File: config.mk
export PLATFORM = sky130hd
export DESIGN_NAME = sha256_mmio_master
export DESIGN_NICKNAME = d
export VERILOG_FILES = /design/src/rtl/sha256_mmio_pkg.sv /design/src/rtl/sha256_mmio_bus_port.sv /design/src/rtl/sha256_mmio_master.sv
export SDC_FILE = /design/constraint.sdc
export NUM_CORES = 2
export LEC_CHECK = 0
export ABC_CLOCK_PERIOD_IN_PS = 3900
export BUFFER_PORTS_ARGS = -buffer_cell sky130_fd_sc_hd__buf_2
export CORE_AREA = 8 8 355 357
export CTS_CLUSTER_SIZE = 24
export DETAILED_ROUTE_END_ITERATION = 7
export DIE_AREA = 0 0 363 365
export SLEW_MARGIN = 20
export SYNTH_ARGS = -nofsm -noshare
export SYNTH_HDL_FRONTEND = slang
export SYNTH_HIERARCHICAL = 1
export SYNTH_SLANG_ARGS = --single-unit
File: constraint.sdc
create_clock -name clk_i -period 3.9 [get_ports clk_i]
set_clock_uncertainty 0.15 [all_clocks]
set_input_delay 0.585 -clock clk_i [delete_from_list [all_inputs] [get_ports clk_i]]
set_output_delay 0.585 -clock clk_i [all_outputs]
set_load 0.005 [all_outputs]
File: src/rtl/sha256_mmio_pkg.sv
// Shared types and register-map constants for the SHA-256 MMIO bus master.
package sha256_mmio_pkg;

    typedef enum logic [2:0] {
        S_IDLE,
        S_POLL_RDY,
        S_WR_DATA,
        S_WR_CTRL,
        S_POLL_VLD,
        S_RD_HASH,
        S_ERR,
        S_RESP
    } state_e;

    typedef enum logic [1:0] {
        B_IDLE,
        B_REQ,
        B_WAIT_R
    } bus_state_e;

    localparam logic [4:0] IDX_CTRL  = 5'd0;
    localparam logic [4:0] IDX_DATA0 = 5'd1;
    localparam logic [4:0] IDX_VALID = 5'd17;
    localparam logic [4:0] IDX_HASH0 = 5'd18;

    localparam logic [63:0] CTRL_INIT = 64'h1;
    localparam logic [63:0] CTRL_NEXT = 64'h2;

    // Registers sit on 8-byte boundaries.
    function automatic logic [7:0] idx_to_addr(input logic [4:0] idx);
        return {idx, 3'b000};
    endfunction

endpackage

File: src/rtl/sha256_mmio_bus_port.sv
// Single-outstanding req/gnt/rvalid sequencer. The FSM hands it one access
// via start_i (only while idle) and sees completion as a one-cycle done_o.
module sha256_mmio_bus_port
    import sha256_mmio_pkg::*;
(
    input  logic        clk_i,
    input  logic        rst_i,
    input  logic        start_i,
    input  logic        start_we_i,
    input  logic [7:0]  start_addr_i,
    input  logic [63:0] start_wdata_i,
    output logic        done_o,
    output logic [31:0] rdata_o,
    output logic        bus_req_o,
    output logic        bus_we_o,
    output logic [7:0]  bus_addr_o,
    output logic [63:0] bus_wdata_o,
    input  logic        bus_gnt_i,
    input  logic        bus_rvalid_i,
    input  logic [63:0] bus_rdata_i
);

    bus_state_e state_q, state_d;
    logic       unused_rdata_hi;

    // Access sequencer state register.
    always_ff @(posedge clk_i) begin
        if (rst_i) state_q <= B_IDLE;
        else       state_q <= state_d;
    end

    // Capture the access when it is launched so address/data hold steady until grant.
    always_ff @(posedge clk_i) begin
        if (rst_i) begin
            bus_we_o    <= 1'b0;
            bus_addr_o  <= 8'd0;
            bus_wdata_o <= 64'd0;
        end else if (state_q == B_IDLE && start_i) begin
            bus_we_o    <= start_we_i;
            bus_addr_o  <= start_addr_i;
            bus_wdata_o <= start_wdata_i;
        end
    end

    // Writes finish on grant, reads on rvalid; rvalid while idle is dropped.
    always_comb begin
        state_d = state_q;
        done_o  = 1'b0;
        case (state_q)
            B_IDLE:   if (start_i) state_d = B_REQ;
            B_REQ: begin
                if (bus_gnt_i) begin
                    if (bus_we_o) begin
                        done_o  = 1'b1;
                        state_d = B_IDLE;
                    end else begin
                        state_d = B_WAIT_R;
                    end
                end
            end
            B_WAIT_R: begin
                if (bus_rvalid_i) begin
                    done_o  = 1'b1;
                    state_d = B_IDLE;
                end
            end
            default:  state_d = B_IDLE;
        endcase
    end

    assign bus_req_o       = (state_q == B_REQ);
    assign rdata_o         = bus_rdata_i[31:0];
    assign unused_rdata_hi = ^bus_rdata_i[63:32];

endmodule

File: src/rtl/sha256_mmio_master.sv
// Drives the SHA-256 peripheral: wait ready, load block, kick, poll valid, read digest.
//
//  state      | meaning
//  S_IDLE     | waiting for a client command
//  S_POLL_RDY | polling CTRL bit0 (core ready)
//  S_WR_DATA  | writing the 16 block words
//  S_WR_CTRL  | writing init/next kick to CTRL
//  S_POLL_VLD | polling hashValid
//  S_RD_HASH  | reading the 8 digest words
//  S_ERR      | poll timeout, clear digest and flag error
//  S_RESP     | presenting result until client accepts
module sha256_mmio_master
    import sha256_mmio_pkg::*;
#(
    parameter int POLL_MAX = 1024,
    parameter int POLL_GAP = 4
) (
    input  logic         clk_i,
    input  logic         rst_i,
    input  logic         cmd_valid_i,
    output logic         cmd_ready_o,
    input  logic         cmd_init_i,
    input  logic [511:0] cmd_block_i,
    output logic         rsp_valid_o,
    input  logic         rsp_ready_i,
    output logic [255:0] rsp_digest_o,
    output logic         rsp_err_o,
    output logic         bus_req_o,
    output logic         bus_we_o,
    output logic [7:0]   bus_addr_o,
    output logic [63:0]  bus_wdata_o,
    input  logic         bus_gnt_i,
    input  logic         bus_rvalid_i,
    input  logic [63:0]  bus_rdata_i
);

    localparam int PCW = $clog2(POLL_MAX + 1);
    localparam int GCW = $clog2(POLL_GAP + 1);

    state_e         state_q, state_d;
    logic [511:0]   block_q;
    logic           init_q;
    logic [255:0]   digest_q;
    logic           err_q;
    logic [PCW-1:0] poll_cnt_q;
    logic [GCW-1:0] gap_cnt_q;
    logic [3:0]     word_cnt_q;
    logic           pend_q;

    logic           start, start_we, done, poll_last;
    logic [7:0]     start_addr;
    logic [63:0]    start_wdata;
    logic [31:0]    rdata;

    assign poll_last = (poll_cnt_q == PCW'(1));

    sha256_mmio_bus_port u_bus_port (
        .clk_i         (clk_i),
        .rst_i         (rst_i),
        .start_i       (start),
        .start_we_i    (start_we),
        .start_addr_i  (start_addr),
        .start_wdata_i (start_wdata),
        .done_o        (done),
        .rdata_o       (rdata),
        .bus_req_o     (bus_req_o),
        .bus_we_o      (bus_we_o),
        .bus_addr_o    (bus_addr_o),
        .bus_wdata_o   (bus_wdata_o),
        .bus_gnt_i     (bus_gnt_i),
        .bus_rvalid_i  (bus_rvalid_i),
        .bus_rdata_i   (bus_rdata_i)
    );

    // Next-state and access selection; a new access launches only once the previous one finished.
    always_comb begin
        state_d     = state_q;
        start       = 1'b0;
        start_we    = 1'b0;
        start_addr  = idx_to_addr(IDX_CTRL);
        start_wdata = 64'd0;
        case (state_q)
            S_IDLE: if (cmd_valid_i) state_d = S_POLL_RDY;
            S_POLL_RDY, S_POLL_VLD: begin
                start_addr = idx_to_addr((state_q == S_POLL_RDY) ? IDX_CTRL : IDX_VALID);
                start      = !pend_q && (gap_cnt_q == '0);
                if (done) begin
                    if (rdata[0])       state_d = (state_q == S_POLL_RDY) ? S_WR_DATA : S_RD_HASH;
                    else if (poll_last) state_d = S_ERR;
                end
            end
            S_WR_DATA: begin
                start_we    = 1'b1;
                start_addr  = idx_to_addr(IDX_DATA0 + {1'b0, word_cnt_q});
                start_wdata = {32'd0, block_q[{word_cnt_q, 5'b00000} +: 32]};
                start       = !pend_q;
                if (done && word_cnt_q == 4'd15) state_d = S_WR_CTRL;
            end
            S_WR_CTRL: begin
                start_we    = 1'b1;
                start_wdata = init_q ? CTRL_INIT : CTRL_NEXT;
                start       = !pend_q;
                if (done) state_d = S_POLL_VLD;
            end
            S_RD_HASH: begin
                start_addr = idx_to_addr(IDX_HASH0 + {2'b00, word_cnt_q[2:0]});
                start      = !pend_q;
                if (done && word_cnt_q[2:0] == 3'd7) state_d = S_RESP;
            end
            S_ERR:  state_d = S_RESP;
            S_RESP: if (rsp_ready_i) state_d = S_IDLE;
            default: state_d = S_IDLE;
        endcase
    end

    // State, command capture, counters and result registers.
    always_ff @(posedge clk_i) begin
        if (rst_i) begin
            state_q    <= S_IDLE;
            block_q    <= '0;
            init_q     <= 1'b0;
            digest_q   <= '0;
            err_q      <= 1'b0;
            poll_cnt_q <= '0;
            gap_cnt_q  <= '0;
            word_cnt_q <= '0;
            pend_q     <= 1'b0;
        end else begin
            state_q <= state_d;
            if (start)     pend_q <= 1'b1;
            else if (done) pend_q <= 1'b0;
            if (gap_cnt_q != '0) gap_cnt_q <= gap_cnt_q - GCW'(1);
            case (state_q)
                S_IDLE: begin
                    if (cmd_valid_i) begin
                        block_q    <= cmd_block_i;
                        init_q     <= cmd_init_i;
                        digest_q   <= '0;
                        err_q      <= 1'b0;
                        poll_cnt_q <= PCW'(POLL_MAX);
                        gap_cnt_q  <= '0;
                        word_cnt_q <= '0;
                    end
                end
                S_POLL_RDY, S_POLL_VLD: begin
                    if (done && !rdata[0]) begin
                        poll_cnt_q <= poll_cnt_q - PCW'(1);
                        gap_cnt_q  <= GCW'(POLL_GAP);
                    end
                end
                S_WR_DATA: if (done) word_cnt_q <= word_cnt_q + 4'd1;
                S_WR_CTRL: begin
                    // Gap after the kick lets a stale hashValid drop before the first poll.
                    if (done) begin
                        poll_cnt_q <= PCW'(POLL_MAX);
                        gap_cnt_q  <= GCW'(POLL_GAP);
                    end
                end
                S_RD_HASH: begin
                    if (done) begin
                        digest_q[{word_cnt_q[2:0], 5'b00000} +: 32] <= rdata;
                        word_cnt_q <= word_cnt_q + 4'd1;
                    end
                end
                S_ERR: begin
                    digest_q <= '0;
                    err_q    <= 1'b1;
                end
                S_RESP: if (rsp_ready_i) err_q <= 1'b0;
                default: ;
            endcase
        end
    end

    assign cmd_ready_o  = (state_q == S_IDLE);
    assign rsp_valid_o  = (state_q == S_RESP);
    assign rsp_err_o    = err_q;
    assign rsp_digest_o = digest_q;

endmodule
==> summary.md <==
| Metric | Value |
|---|---|
| Status | `finished, final reports clean` |
| Leak | `0.01957 uW` |
| R2R Setup Slk | `520 ps` |
| Hold crit path type | `primary input to flip-flop` |
| Most frequent cell after synthesis | `nand2_1` |
| Routability cong. | `0.8813` |
| Wire per inst | `23.04 um` |
| Worst r2r path cells | `9` |
| Gate power share | `25.9%` |
| Layout cells sized above 1 | `23.98%` |
| Overflow after GRT | `0` |
| Row Count | `128` |
| Latest clock arrival within the worst-skew pair | `680 ps` |
| Root Driver | `clkbuf_16` |
| CTS tree | `built` |
| Sequential power share | `38.8%` |
| Inserted Clock Buffers | `97` |
| Die W | `363 um` |
| DR iter-0 viols | `3380` |
| Post-synth cell types | `66` |
| Ys async rst share | `0%` |
| Final setup violation count | `0` |
| Synth Register Bits | `867` |
| Clock share of power | `35.3%` |
| Htree depth | `3` |
| Initial antenna violation count | `20` |
| Switching share of total power | `34.21%` |
| Worst Setup End Kind | `flip-flop` |
| Slew Limit Fails | `0` |
| Routed Wire Length | `159.4 mm` |
| Cts hold-fix bufs | `446` |
| Global-route wire length before repair | `227.9 mm` |
| RSZ-0062 raised after global routing | `no` |
| Post-route antenna net violation count | `0` |
| Clk slew on worst S/H paths | `60 ps` |
| Max-Cap Viols | `0` |
| Reg2reg end | `rsp_digest_o[142]$_SDFFE_PP0P_` |
| Gate Count Post-Synth | `4027` |
| Count of final hold-check violations | `0` |
| Ys flop type | `dfxtp_1` |
| Area leader, netlist | `dfxtp_1` |
| Maximum vdd drop | `0.7759 mV` |
| Top post-synthesis cells by count | `nand2_1, dfxtp_1, a21oi_1` |
| Largest net degree at the start of global routing | `209` |
| Remaining DRCs | `0` |
| Setup bufs post-CTS | `0` |
| Setup TNS | `0 ps` |
| Starting density of the core | `28.85%` |
| DRT Pass-1 Iters | `6` |
| Final period utilization | `86.78%` |
| Area Growth Syn to Fin | `39.48%` |
| Critical path class | `flip-flop to flip-flop` |
| Achievable Freq | `0.2955 GHz` |
| Via count | `34860` |
| Worst Path Required | `4380 ps` |
| EDFF count, synth | `0` |
| Worst slew margin | `28.68%` |
| Die area | `132500 um2` |
| Mapped Avg Cell Area | `8.638 um2` |
| Tot GR Track Use | `22.62%` |
| CORE AREA | `120600 um2` |
| Clock Sinks | `867` |
| Die height | `365 um` |
| Psw | `9557 uW` |
| Minimum clock period | `3384 ps` |
| Seq/Total Area, Yosys | `49.90%` |
| Crit path from | `u_bus_port/state_q[1]$_SDFFE_PP0P_` |
| Crit Path Max Fanout | `19` |
| Critical path destination | `rsp_digest_o[142]$_SDFFE_PP0P_` |
| Worst-margin pin slew | `1070 ps` |
| Max clock buf depth | `3` |
| Worst setup SP type | `flip-flop` |
| Crit path DAT | `3860 ps` |
| Worst Hold Depth | `3` |
| Vias per cell | `5.039` |
| Power per standard cell area | `575.8 nW/um2` |
| PortBufs | `883` |
| Post-cts sizing count | `0` |
| Reg2Reg Launch Point | `u_bus_port/state_q[1]$_SDFFE_PP0P_` |
| Synth area leaders | `dfxtp_1, nand2_1, a21oi_1, mux4_2, a32oi_1` |
| I/O Pins | `916` |
| Vias in the first global route | `34480` |
| Fin nets | `5794` |
| Top-area cell type share of the netlist area | `49.90%` |
| Mapped cell area | `34790 um2` |
| Power Internal | `18380 uW` |
| Final design utilization | `40.23%` |
| Warnings, synthesis | `6` |
| HPWL after DPL | `111.3 mm` |
cell usage in the layout (no fill, tap or decap), types with 10 or more instances in the layout:
| master | synthesis | final |
|---|---|---|
| ha_1 | 15 | 15 |
| nor2b_1 | 36 | 36 |
| o2bb2ai_1 | 127 | 127 |
| buf_2 | 101 | 882 |
| mux4_2 | 68 | 68 |
| nand2_1 | 1257 | 1254 |
| a211oi_1 | 35 | 35 |
| inv_1 | 18 | 18 |
| dfxtp_1 | 867 | 864 |
| nor2_1 | 139 | 137 |
| clkinv_2 | 0 | 21 |
| buf_4 | 53 | 70 |
| bufinv_16 | 0 | 12 |
| clkbuf_1 | 205 | 10 |
| o21ai_0 | 41 | 41 |
| mux2_2 | 30 | 30 |
| buf_12 | 0 | 15 |
| a32oi_1 | 145 | 145 |
| a21oi_1 | 630 | 630 |
| a22o_1 | 15 | 15 |
| mux2i_1 | 96 | 96 |
| conb_1 | 1 | 35 |
| o22ai_1 | 33 | 30 |
| dlygate4sd3_1 | 0 | 446 |
| diode_2 | 0 | 17 |
| clkbuf_8 | 0 | 19 |
| clkbuf_16 | 0 | 98 |
kinds of logic after synthesis:
group / after synthesis / synth area share [%]
buffers and inverters: 397 / 5.241
and+or+nand+nor: 1481 / 16.80
xor gates and xnor gates: 12 / 0.3021
other: 1 / 0.01078
adders and majority gates: 15 / 0.5395
AOI/OAI and AO/OA: 1060 / 19.07
DFF: 867 / 49.90
muxes: 194 / 8.136
critical path, stage by stage (launching register included):
cell and delay, ps:
dfxtp_1 350, inv_1 80, ha_1 220, a32oi_1 220
nor2b_1 90, and3b_1 200, o21a_1 310, o22ai_4 700
and2_1 720, a22o_1 260
flip-flops by register name, summed over array words and instances, names as in the netlist:
| register | count |
|---|---|
| block_q | 512 |
| gap_cnt_q | 3 |
| init_q | 1 |
| pend_q | 1 |
| poll_cnt_q | 11 |
| rsp_digest_o | 256 |
| rsp_err_o | 1 |
| state_q | 3 |
| u_bus_port/bus_addr_o | 8 |
| u_bus_port/bus_wdata_o | 64 |
| u_bus_port/bus_we_o | 1 |
| u_bus_port/state_q | 2 |
| word_cnt_q | 4 |
power by group through the flow:
stage / sequential [uW] / clock, uW / combinational [uW]
2_1_floorplan: 10800 / 0 / 4550
3_3_place_gp: 11000 / 0 / 6810
3_5_place_dp: 11000 / 0 / 6900
4_1_cts: 10800 / 10100 / 7280
5_1_grt: 11000 / 10400 / 7950
6_report: 10800 / 9870 / 7240
worst min path at each step:
stage                                                 to                            from
after floorplan                 block_q[66]$_SDFFE_PP0P_        block_q[66]$_SDFFE_PP0P_
after global routing            block_q[82]$_SDFFE_PP0P_                 cmd_block_i[82]
after global placement         block_q[239]$_SDFFE_PP0P_       block_q[239]$_SDFFE_PP0P_
after CTS                      block_q[166]$_SDFFE_PP0P_                cmd_block_i[166]
after detailed placement  rsp_digest_o[181]$_SDFFE_PP0P_  rsp_digest_o[181]$_SDFFE_PP0P_
final                           block_q[97]$_SDFFE_PP0P_                 cmd_block_i[97]
routing by layer:
layer	wire (um)	global-route usage [%]	share of wire, %	vias up
li1	-	-	-	16180
met1	61670	26.58	39	16770
met2	75460	37.76	47	1544
met3	13390	6.427	8.4	364
met4	8876	11.31	5.6	4
met5	23	0	0.014	-
stage by stage:
stage	area (um2)	total power (uW)	setup WS, ps	std cells	hold WS [ps]
finish	48520	27940	515.7	6918	52.16
detailed placement	40540	17920	564.8	6276	291.2
CTS	48480	28160	579.6	6901	0.4043
global route	48500	29340	387.6	6910	5.992
floorplan	34910	15330	1067	4061	281.8
global placement	40540	17770	604.9	6276	288.4
final cells by class:
cell class	instances	area, um2
Clock buffer	127	2751
Multi-Input combinational cell	2797	15820
Clock inverter	52	718.2
Sequential cell	867	17370
Timing Repair Buffer	1414	9719
Fill cell	11940	72080
Inverter	19	71.32
Tap cell	1625	2033
Antenna cell	17	42.54
Power figures use the tool's default switching activity.
